### src/rtl/seq_ram_pkg.sv
// Shared definitions for the sequencing RAM player: FSM state encoding and
// PLAY/RECORD opcode values.
package seq_ram_pkg;

  typedef enum logic [1:0] {
    ST_IDLE = 2'd0,
    ST_PLAY = 2'd1,
    ST_REC  = 2'd2,
    ST_DONE = 2'd3
  } state_e;

  localparam logic OP_PLAY = 1'b0;
  localparam logic OP_REC  = 1'b1;

endpackage

### src/rtl/seq_ram_player_if.sv
// Bus bundle for seq_ram_player: random-access port, command inputs,
// PLAY stream out, RECORD stream in and status flags.
interface seq_ram_player_if #(
  parameter int DATA_W = 4,
  parameter int ADDR_W = 4
);

  logic              ram_we;
  logic [ADDR_W-1:0] ram_addr;
  logic [DATA_W-1:0] ram_data;
  logic [DATA_W-1:0] q;
  logic              start;
  logic              op;
  logic [ADDR_W:0]   len;
  logic              abort;
  logic              seq_valid;
  logic              seq_ready;
  logic [DATA_W-1:0] seq_data;
  logic              seq_last;
  logic              rec_valid;
  logic              rec_ready;
  logic [DATA_W-1:0] rec_data;
  logic              busy;
  logic              done;

  modport master (
    output ram_we, ram_addr, ram_data, start, op, len, abort,
           seq_ready, rec_valid, rec_data,
    input  q, seq_valid, seq_data, seq_last, rec_ready, busy, done
  );

  modport slave (
    input  ram_we, ram_addr, ram_data, start, op, len, abort,
           seq_ready, rec_valid, rec_data,
    output q, seq_valid, seq_data, seq_last, rec_ready, busy, done
  );

endinterface

### src/rtl/sync_ram_param.sv
// Single-port synchronous RAM with registered read address, power-up pattern
// and read-before-write behaviour for the word being written.
module sync_ram_param #(
  parameter int DATA_W   = 4,
  parameter int ADDR_W   = 4,
  parameter int DEPTH    = 16,
  parameter int INIT_PAT = 1
) (
  input  logic              clk,
  input  logic              reset_n,
  input  logic              we,
  input  logic [DATA_W-1:0] data,
  input  logic [ADDR_W-1:0] addr,
  output logic [DATA_W-1:0] q
);

  typedef logic [DEPTH-1:0][DATA_W-1:0] mem_t;

  localparam logic [DATA_W-1:0] ONE_C   = DATA_W'(1'b1);
  localparam logic [ADDR_W:0]   DEPTH_C = (ADDR_W+1)'(DEPTH);

  function automatic mem_t init_f();
    mem_t m;
    for (int i = 0; i < DEPTH; i++) begin
      m[i] = (INIT_PAT == 1) ? (ONE_C << (i % DATA_W)) : '0;
    end
    return m;
  endfunction

  mem_t              mem_q = init_f();
  logic [ADDR_W-1:0] addr_q;
  logic              hit_q;
  logic [DATA_W-1:0] old_q;
  logic              wr_range_s;
  logic              rd_range_s;
  logic [DATA_W-1:0] cur_s;
  logic [DATA_W-1:0] rd_s;

  assign wr_range_s = ({1'b0, addr} < DEPTH_C);
  assign rd_range_s = ({1'b0, addr_q} < DEPTH_C);

  // Storage write; contents survive reset.
  always_ff @(posedge clk) begin
    if (we && wr_range_s) begin
      mem_q[addr] <= data;
    end
  end

  // Registered read address plus the pre-write word for a same-address read.
  always_ff @(posedge clk or negedge reset_n) begin
    if (!reset_n) begin
      addr_q <= '0;
      hit_q  <= 1'b0;
      old_q  <= '0;
    end else begin
      addr_q <= addr;
      hit_q  <= we && wr_range_s;
      old_q  <= cur_s;
    end
  end

  always_comb begin
    cur_s = '0;
    rd_s  = '0;
    if (wr_range_s) begin
      cur_s = mem_q[addr];
    end else begin
      cur_s = '0;
    end
    if (rd_range_s) begin
      rd_s = mem_q[addr_q];
    end else begin
      rd_s = '0;
    end
  end

  assign q = hit_q ? old_q : rd_s;

endmodule

### src/rtl/seq_ram_player.sv
// RAM with built-in sequencer: random access when idle, PLAY streams len words
// out over valid/ready, RECORD stores len words arriving over valid/ready.
module seq_ram_player
  import seq_ram_pkg::*;
#(
  parameter int DATA_W   = 4,
  parameter int ADDR_W   = 4,
  parameter int DEPTH    = 16,
  parameter int INIT_PAT = 1
) (
  input  logic             clk,
  input  logic             reset_n,
  seq_ram_player_if.slave  bus
);

  localparam logic [ADDR_W:0]   DEPTH_C = (ADDR_W+1)'(DEPTH);
  localparam logic [ADDR_W:0]   LEN_ONE = (ADDR_W+1)'(1'b1);
  localparam logic [ADDR_W-1:0] PTR_ONE = ADDR_W'(1'b1);

  state_e            state_q;
  logic [ADDR_W-1:0] ptr_q;
  logic [ADDR_W:0]   len_q;
  logic              busy_q;
  logic              done_q;
  logic              seq_valid_q;
  logic              seq_last_q;
  logic              rec_ready_q;

  logic [ADDR_W:0]   len_eff_s;
  logic [ADDR_W-1:0] ptr_inc_s;
  logic [ADDR_W:0]   last_idx_s;
  logic              at_last_s;
  logic              next_last_s;
  logic              accept_s;
  logic              rec_wr_s;
  logic [ADDR_W-1:0] addr_mux_s;
  logic              we_s;
  logic [DATA_W-1:0] wdata_s;
  logic [DATA_W-1:0] q_s;

  assign len_eff_s   = (bus.len > DEPTH_C) ? DEPTH_C : bus.len;
  assign ptr_inc_s   = ptr_q + PTR_ONE;
  assign last_idx_s  = len_q - LEN_ONE;
  assign at_last_s   = ({1'b0, ptr_q} == last_idx_s);
  assign next_last_s = ({1'b0, ptr_inc_s} == last_idx_s);
  // abort outranks any transfer happening in the same cycle
  assign accept_s    = (state_q == ST_PLAY) && bus.seq_ready && !bus.abort;
  assign rec_wr_s    = (state_q == ST_REC) && bus.rec_valid && !bus.abort;

  // Address and write-port steering; PLAY pre-fetches ptr+1 on accept.
  always_comb begin
    addr_mux_s = ptr_q;
    we_s       = 1'b0;
    wdata_s    = bus.ram_data;
    case (state_q)
      ST_IDLE: begin
        if (bus.start) begin
          addr_mux_s = '0;
        end else begin
          addr_mux_s = bus.ram_addr;
          we_s       = bus.ram_we;
        end
      end
      ST_PLAY: begin
        if (accept_s) begin
          addr_mux_s = ptr_inc_s;
        end else begin
          addr_mux_s = ptr_q;
        end
      end
      ST_REC: begin
        addr_mux_s = ptr_q;
        we_s       = rec_wr_s;
        wdata_s    = bus.rec_data;
      end
      default: begin
        addr_mux_s = ptr_q;
      end
    endcase
  end

  sync_ram_param #(
    .DATA_W  (DATA_W),
    .ADDR_W  (ADDR_W),
    .DEPTH   (DEPTH),
    .INIT_PAT(INIT_PAT)
  ) u_ram (
    .clk    (clk),
    .reset_n(reset_n),
    .we     (we_s),
    .data   (wdata_s),
    .addr   (addr_mux_s),
    .q      (q_s)
  );

  // Sequencer FSM with registered status outputs.
  always_ff @(posedge clk or negedge reset_n) begin
    if (!reset_n) begin
      state_q     <= ST_IDLE;
      ptr_q       <= '0;
      len_q       <= '0;
      busy_q      <= 1'b0;
      done_q      <= 1'b0;
      seq_valid_q <= 1'b0;
      seq_last_q  <= 1'b0;
      rec_ready_q <= 1'b0;
    end else begin
      case (state_q)
        ST_IDLE: begin
          if (bus.start) begin
            ptr_q  <= '0;
            len_q  <= len_eff_s;
            busy_q <= 1'b1;
            if (len_eff_s == '0) begin
              state_q <= ST_DONE;
              done_q  <= 1'b1;
            end else if (bus.op == OP_PLAY) begin
              state_q     <= ST_PLAY;
              seq_valid_q <= 1'b1;
              seq_last_q  <= (len_eff_s == LEN_ONE);
            end else begin
              state_q     <= ST_REC;
              rec_ready_q <= 1'b1;
            end
          end
        end
        ST_PLAY: begin
          if (bus.abort) begin
            state_q     <= ST_IDLE;
            busy_q      <= 1'b0;
            seq_valid_q <= 1'b0;
            seq_last_q  <= 1'b0;
          end else if (accept_s) begin
            ptr_q <= ptr_inc_s;
            if (at_last_s) begin
              state_q     <= ST_DONE;
              seq_valid_q <= 1'b0;
              seq_last_q  <= 1'b0;
              done_q      <= 1'b1;
            end else begin
              seq_last_q <= next_last_s;
            end
          end
        end
        ST_REC: begin
          if (bus.abort) begin
            state_q     <= ST_IDLE;
            busy_q      <= 1'b0;
            rec_ready_q <= 1'b0;
          end else if (rec_wr_s) begin
            ptr_q <= ptr_inc_s;
            if (at_last_s) begin
              state_q     <= ST_DONE;
              rec_ready_q <= 1'b0;
              done_q      <= 1'b1;
            end
          end
        end
        ST_DONE: begin
          state_q <= ST_IDLE;
          done_q  <= 1'b0;
          busy_q  <= 1'b0;
        end
        default: begin
          state_q     <= ST_IDLE;
          busy_q      <= 1'b0;
          done_q      <= 1'b0;
          seq_valid_q <= 1'b0;
          seq_last_q  <= 1'b0;
          rec_ready_q <= 1'b0;
        end
      endcase
    end
  end

  assign bus.q         = q_s;
  assign bus.seq_data  = q_s;
  assign bus.seq_valid = seq_valid_q;
  assign bus.seq_last  = seq_last_q;
  assign bus.rec_ready = rec_ready_q;
  assign bus.busy      = busy_q;
  assign bus.done      = done_q;

endmodule

### src/flat_wrapper.sv
// flat-port wrapper written by rule: the top's interface ports become plain ports
module seq_ram_player_flat import seq_ram_pkg::*;
#(
  parameter int DATA_W   = 4,
  parameter int ADDR_W   = 4,
  parameter int DEPTH    = 16,
  parameter int INIT_PAT = 1
)
  (clk, reset_n, bus_ram_we, bus_ram_addr, bus_ram_data, bus_start, bus_op, bus_len, bus_abort, bus_seq_ready, bus_rec_valid, bus_rec_data, bus_q, bus_seq_valid, bus_seq_data, bus_seq_last, bus_rec_ready, bus_busy, bus_done);
  seq_ram_player_if #(.DATA_W(DATA_W), .ADDR_W(ADDR_W)) bus_i ();
  input  logic clk;
  input  logic reset_n;
  input wire logic [$bits(bus_i.ram_we)-1:0] bus_ram_we;
  input wire logic [$bits(bus_i.ram_addr)-1:0] bus_ram_addr;
  input wire logic [$bits(bus_i.ram_data)-1:0] bus_ram_data;
  input wire logic [$bits(bus_i.start)-1:0] bus_start;
  input wire logic [$bits(bus_i.op)-1:0] bus_op;
  input wire logic [$bits(bus_i.len)-1:0] bus_len;
  input wire logic [$bits(bus_i.abort)-1:0] bus_abort;
  input wire logic [$bits(bus_i.seq_ready)-1:0] bus_seq_ready;
  input wire logic [$bits(bus_i.rec_valid)-1:0] bus_rec_valid;
  input wire logic [$bits(bus_i.rec_data)-1:0] bus_rec_data;
  output wire logic [$bits(bus_i.q)-1:0] bus_q;
  output wire logic [$bits(bus_i.seq_valid)-1:0] bus_seq_valid;
  output wire logic [$bits(bus_i.seq_data)-1:0] bus_seq_data;
  output wire logic [$bits(bus_i.seq_last)-1:0] bus_seq_last;
  output wire logic [$bits(bus_i.rec_ready)-1:0] bus_rec_ready;
  output wire logic [$bits(bus_i.busy)-1:0] bus_busy;
  output wire logic [$bits(bus_i.done)-1:0] bus_done;
  assign bus_i.ram_we = bus_ram_we;
  assign bus_i.ram_addr = bus_ram_addr;
  assign bus_i.ram_data = bus_ram_data;
  assign bus_i.start = bus_start;
  assign bus_i.op = bus_op;
  assign bus_i.len = bus_len;
  assign bus_i.abort = bus_abort;
  assign bus_i.seq_ready = bus_seq_ready;
  assign bus_i.rec_valid = bus_rec_valid;
  assign bus_i.rec_data = bus_rec_data;
  assign bus_q = bus_i.q;
  assign bus_seq_valid = bus_i.seq_valid;
  assign bus_seq_data = bus_i.seq_data;
  assign bus_seq_last = bus_i.seq_last;
  assign bus_rec_ready = bus_i.rec_ready;
  assign bus_busy = bus_i.busy;
  assign bus_done = bus_i.done;
  seq_ram_player #(.DATA_W(DATA_W), .ADDR_W(ADDR_W), .DEPTH(DEPTH), .INIT_PAT(INIT_PAT)) u_core (.clk(clk), .reset_n(reset_n), .bus(bus_i));
endmodule
### config.mk
export PLATFORM = sky130hd
export DESIGN_NAME = seq_ram_player_flat
export DESIGN_NICKNAME = d
export VERILOG_FILES = /design/src/rtl/seq_ram_pkg.sv /design/src/rtl/seq_ram_player_if.sv /design/src/rtl/sync_ram_param.sv /design/src/rtl/seq_ram_player.sv /design/src/flat_wrapper.sv
export SDC_FILE = /design/constraint.sdc
export NUM_CORES = 1
export LEC_CHECK = 0
export CELL_PAD_IN_SITES_DETAIL_PLACEMENT = 1
export CELL_PAD_IN_SITES_GLOBAL_PLACEMENT = 1
export CORE_MARGIN = 2
export CORE_UTILIZATION = 35
export CTS_BUF_LIST = sky130_fd_sc_hd__clkbuf_8 sky130_fd_sc_hd__clkbuf_16
export CTS_CLUSTER_DIAMETER = 60
export DETAILED_ROUTE_END_ITERATION = 12
export GPL_TIMING_DRIVEN = 0
export PLACE_DENSITY_LB_ADDON = 0.1
export SYNTH_ARGS = -nofsm -noshare
export SYNTH_HDL_FRONTEND = slang
export SYNTH_SLANG_ARGS = --single-unit
### constraint.sdc
create_clock -name clk -period 2.7 [get_ports clk]
set_input_delay 0.675 -clock clk [delete_from_list [all_inputs] [get_ports clk]]
set_output_delay 0.675 -clock clk [all_outputs]
set_load 0.01 [all_outputs]
; ---- Word-level counts from Yosys, hierarchy flattened
; Index checks and enable logic that the tools add are counted.
[word_totals]
elab_cells = 133
ramBits = 0
rom_bits = 0
mem_count = 0
latchBits = 0
ff_bits = 89
[op_classes]
bitwise_logic = 0
magnitude_cmp = 4
add_sub_neg = 2
n_mul = 0
n_reduce_logical = 20
n_eq_ne = 20
muxes = 60
div_mod_pow = 0
n_shift = 0
[ops]
columns = op, count
row1 = $bwmux W64, 1
row2 = $mux W4, 11
row3 = $bmux W4 S4, 2
row4 = $mux W1, 27
row5 = $reduce_and A6 Y1, 3
row6 = $demux W4 S4, 1
row7 = $mux W2, 8
row8 = $ne A2 B2 Y1 const B, 6
row9 = $ne A3 B2 Y1 const B, 4
row10 = $pmux W4 S3, 1
row11 = $eq A4 B5 Y1, 2
row12 = $lt A4 B5 Y1 const B, 2
row13 = $reduce_and A5 Y1, 2
row14 = $ne A2 B1 Y1 const B, 4
row15 = $pmux W1 S2, 4
row16 = $pmux W2 S4, 1
row17 = $pmux W4 S2, 1
row18 = $eq A5 B1 Y1 const B, 1
row19 = $gt A5 B5 Y1 const B, 1
row20 = $logic_and A1 B1 Y1, 5
row21 = $logic_not A5 Y1, 1
row22 = $mux W5, 1
row23 = $sub A5 B1 Y5 const B, 1
row24 = $add A4 B1 Y4 const B, 1
row25 = 12 further kinds, 15

; ---- Logic depth before layout (Yosys ltp)
[depth]
depth_word = 10
mapped_depth = 11
depth_no_buf = 9

; ---- By module
; From an unflattened synthesis, not the netlist that was laid out.
[unflattened]
hier_cells = 330
hier_area_um2 = 4769.6
[modules_own_cells]
columns = module, seq_area_each_um2, instances, cells_per_inst, area_per_inst_um2
row1 = sync_ram_param, 2147.1, 1, 167, 3389.5
row2 = seq_ram_player, 400.4, 1, 163, 1380.1

; ---- Worst setup path after synthesis
; No wires, ideal clock.
[synth_timing]
path_kind = reg-to-output
startpoint = register u_core.u_ram.addr_q[1]
endpoint = output port bus_seq_data[0]
path_buffers = 3
t_required_ns = 2.025
stages_incl_launch_ff = 7
arrival_time_ns = 2.097
slack_ns = -0.072
path_cell_list = dfrtp_1 -> clkbuf_1 -> buf_2 -> mux4_2 -> mux4_2 -> mux2_2 -> buf_4
[synth_via]
elab_chain_cells = 3
[synth_lines]
columns = item, line_no
row1 = start: declaration, sync_ram_param.sv:31  ; logic [ADDR_W-1:0] addr_q;
row2 = start signal: assignment, sync_ram_param.sv:56  ; addr_q <= addr;
row3 = $bmux W4 S4, sync_ram_param.sv:71  ; rd_s = mem_q[addr_q];
row4 = $mux W4 (implied by the code), sync_ram_param.sv:71
row5 = $mux W4, sync_ram_param.sv:77  ; assign q = hit_q ? old_q : rd_s;
row6 = end: declaration, flat_wrapper.sv:25  ; output wire logic [$bits(bus_i.seq_data)-1:0] bus_seq_data;
; Every way passes these cells. The select of a mux whose other input is x is not followed.

; ---- Worst setup path after layout
[layout_timing]
startpoint = register u_core.u_ram.addr_q[0]
endpoint = output port bus_seq_data[2]
; The elaborated chain is that of the path after synthesis.

==> metrics.txt <==
fin worst setup slack -0.473 ns; synthesized flop and latch total between 80 and 90; Arrival @ worst endpoint around 2.5 ns; Slowest cell on crit path mux4_2; most used cell, CP buf_6; Fin Clk Skew between 0.01 and 0.015 ns; initial antenna violation count 0; Achievable Freq approximately 320 MHz; ratio of cells with drive above 1 in the final layout 0.302; critical path required time approximately 2 ns; Worst R2R Start u_core.ptr_q[1]; hold slack between 0.3 and 0.4 ns; gr ovfl total 0; crit-path max FO 5; internal power between 3 and 4 mW; CP peak stage delay 0.55 ns; Clock Power Share 0.201; FF-to-FF path depth 10; Die ar. around 0.014 sq mm; syn nets 392; final instance area 0.00606 sq mm; Final Hold Fails 0; Reg area between 0.002 and 0.003 sq mm; crit-path cells buf_6 > buf_12 > mux4_2 > mux4_2 > mux2_4 > buf_6 > buf_6; Leakage about 2.4 nW; worst vdd ir ~0.42 mV; CP endpoint kind primary output; # fillers 1384; YS warnings 0; period utilization 1.18; number of routed nets with antenna violations 0; Sw Pwr 2.20 mW; overall power 6.11 mW; Root Driver clkbuf_16; Synth Area in Simple Gates 0.0879; Synth Area in Compound Gates 0.0881; DRC viols 0; Hold Path Class in2async; placed cell count 573; Total GRT Usage 0.192; placed cell area roughly 0.0053 sq mm; Switching Share 0.361; via count approximately 3.2k; Clk pin slew, worst setup/hold paths approximately 0.070 ns; Clock Tree Buf Depth 2; sequential share of power 0.300; nets about 460; Post-synth EDFFs between 60 and 70; mapped cell area 0.00474 sq mm; status finished, violations left; most common cell after layout, fill and taps aside edfxtp_1; n_diodes 0; multiplexer share of the synthesized area 0.208; failing checks setup timing; average size of a mapped cell 13.2 sq um; largest family of logic cells by synthesized area multiplexers; Most used DFF post-synth edfxtp_1; fin. max-slew vios 0; Syn Inst Count 360; CORE AREA ~0.013 sq mm; Comb pwr share 0.499; RSZ-0062 raised after global routing yes; number of library cell types mapped by synthesis 51; hold_buf cts 0; Buffers on Ports 37; commonest non-fill, non-tap cells in the layout edfxtp_1 (64), mux2i_1 (32), clkdlybuf4s50_1 (25); WL/cell approximately 22 um; IO Pins 38; gp weighted congestion between 0.7 and 0.8; Layout Cells excl Fill around 600; Synth Area in XOR/XNOR 0.0222; HPWL Detailed 9440 um; routed vias/inst 5.27; vias in the first global route 3344; H-tree lvl count 3; Die X between 100 and 150 um; row cnt 42; Power Density just over 1000 mW/mm^2; final WL around 13000 um; reg2reg setup slack approximately 0.12 ns; register area share after synthesis 0.537; Initial Util 0.358; Detailed Route Iter0 Violations between 150 and 200; kind of critical path reg2out; post-layout min period about 3.2 ns; Async SR Flop Fraction 0.281; relative max-transition margin 0.556; first-pass GRT wire length 20300 um; Critical path origin u_core.u_ram.addr_q[0]; post-synthesis adder-cell area fraction 0.0185; CTS buffer count 9; maxcap violations 0; Tightest Pin Transition about 0.67 ns; Critical Path Start Type flop; first-pass iteration count of the detailed router 4; Die H between 100 and 150 um; clock latency on the worst-skew pair between 0.3 and 0.4 ns; multi-input logic area between 0.002 and 0.0025 sq mm; CTS sink count 89; largest net degree at the start of global routing 26; RR Endpoint u_core.u_ram.old_q[2]; CTS tree done; Area Overhead vs Synth 27.8%; # setup viols final 8
## cell families after synthesis
kind of cell	count (synthesis)
XOR/XNOR	12
AND/OR/NAND/NOR	87
AO/OA/AOI/OAI	58
multiplexers	71
flip-flops	89
adder cells (fa/ha/maj)	7
buffers and inverters	36
## state kept, by name, summed over array words and instances, names as in the netlist
| register | count |
|---|---|
| u_core.ptr_q | 4 |
| u_core.bus.done | 1 |
| u_core.bus.rec_ready | 1 |
| u_core.bus.seq_valid | 1 |
| u_core.state_q | 2 |
| u_core.u_ram.hit_q | 1 |
| u_core.len_q | 5 |
| u_core.bus.busy | 1 |
| u_core.bus.seq_last | 1 |
| u_core.u_ram.old_q | 4 |
| u_core.u_ram.mem_q | 64 |
| u_core.u_ram.addr_q | 4 |
## final cells by class
| type | instances | area share |
|---|---|---|
| clock inverter | 7 | 0.00888 |
| tap | 176 | 0.0363 |
| multi-input combinational | 235 | 0.365 |
| clock buffer | 9 | 0.0372 |
| inverter | 17 | 0.0105 |
| sequential | 89 | 0.421 |
| buffer | 19 | 0.0320 |
| timing repair buffer | 55 | 0.0896 |
## layer usage
layer,global-route usage,part of all wire
met1,0.294,0.51
met5,0,0
met2,0.281,0.45
met4,0.0589,0.013
met3,0.0264,0.029
## stage by stage
stage	TNS [ns]	worst slack, ns	util
floorplan	0	0.00508	-
detailed placement	-55.76	-0.949	0.403
CTS	-3.31	-0.478	0.449
global placement	-54.54	-0.911	0.403
finish	-3.18	-0.473	0.458
global route	-3.65	-0.536	0.458
## how the worst max path moves through the flow
stage                                       end  slack (ns)  depth (start not counted)
after floorplan                 bus_seq_data[0]       0.005                          6
after global placement    u_core.u_ram.mem_q[2]       -0.91                          8
after detailed placement  u_core.u_ram.mem_q[2]       -0.95                          8
after CTS                       bus_seq_data[1]       -0.48                          7
after global routing            bus_seq_data[1]       -0.54                          7
final                           bus_seq_data[2]       -0.47                          7
## synth_stat cells (5+ instances only)
cell	number	area (sq um)
a21oi_1	6	30.0
a22oi_1	5	37.5
buf_4	9	67.6
clkbuf_1	5	18.8
dfrtp_1	25	626
edfxtp_1	64	1920
ha_1	7	87.6
inv_1	13	48.8
mux2_1	5	56.3
mux2_2	14	158
mux2i_1	32	320
mux4_2	20	450
nand2_1	28	105
nand2b_1	7	43.8
nor2_1	28	105
o211ai_1	8	60.1
o21ai_0	19	95.1
xnor2_1	9	78.8
## worst max-delay path, delay by kind of cell (launching register included)
family	cells	cell delay, ns
DFF	1	0.34
buffers and inverters	4	0.51
muxes	3	1.31
## power groups by stage
stage	Sequential, mW	Clock (mW)	Combinational [mW]
floorplan	1.84	0	1.73
detailed placement	1.86	0	2.58
finish	1.83	1.23	3.05
global route	1.85	1.30	3.29
CTS	1.83	1.24	2.95
global placement	1.86	0	2.54
## what timing repair did
item | 4_1_cts | 5_1_grt
gates cloned | 1 | 0
setup endpoints to repair | 76 | 76
pin swaps | 5 | 8
gates resized for setup | 97 | 26
setup buffers | 12 | 5
endpoints found under the hold margin | 0 | 0
Note: power is estimated with default switching activity, not from simulation.
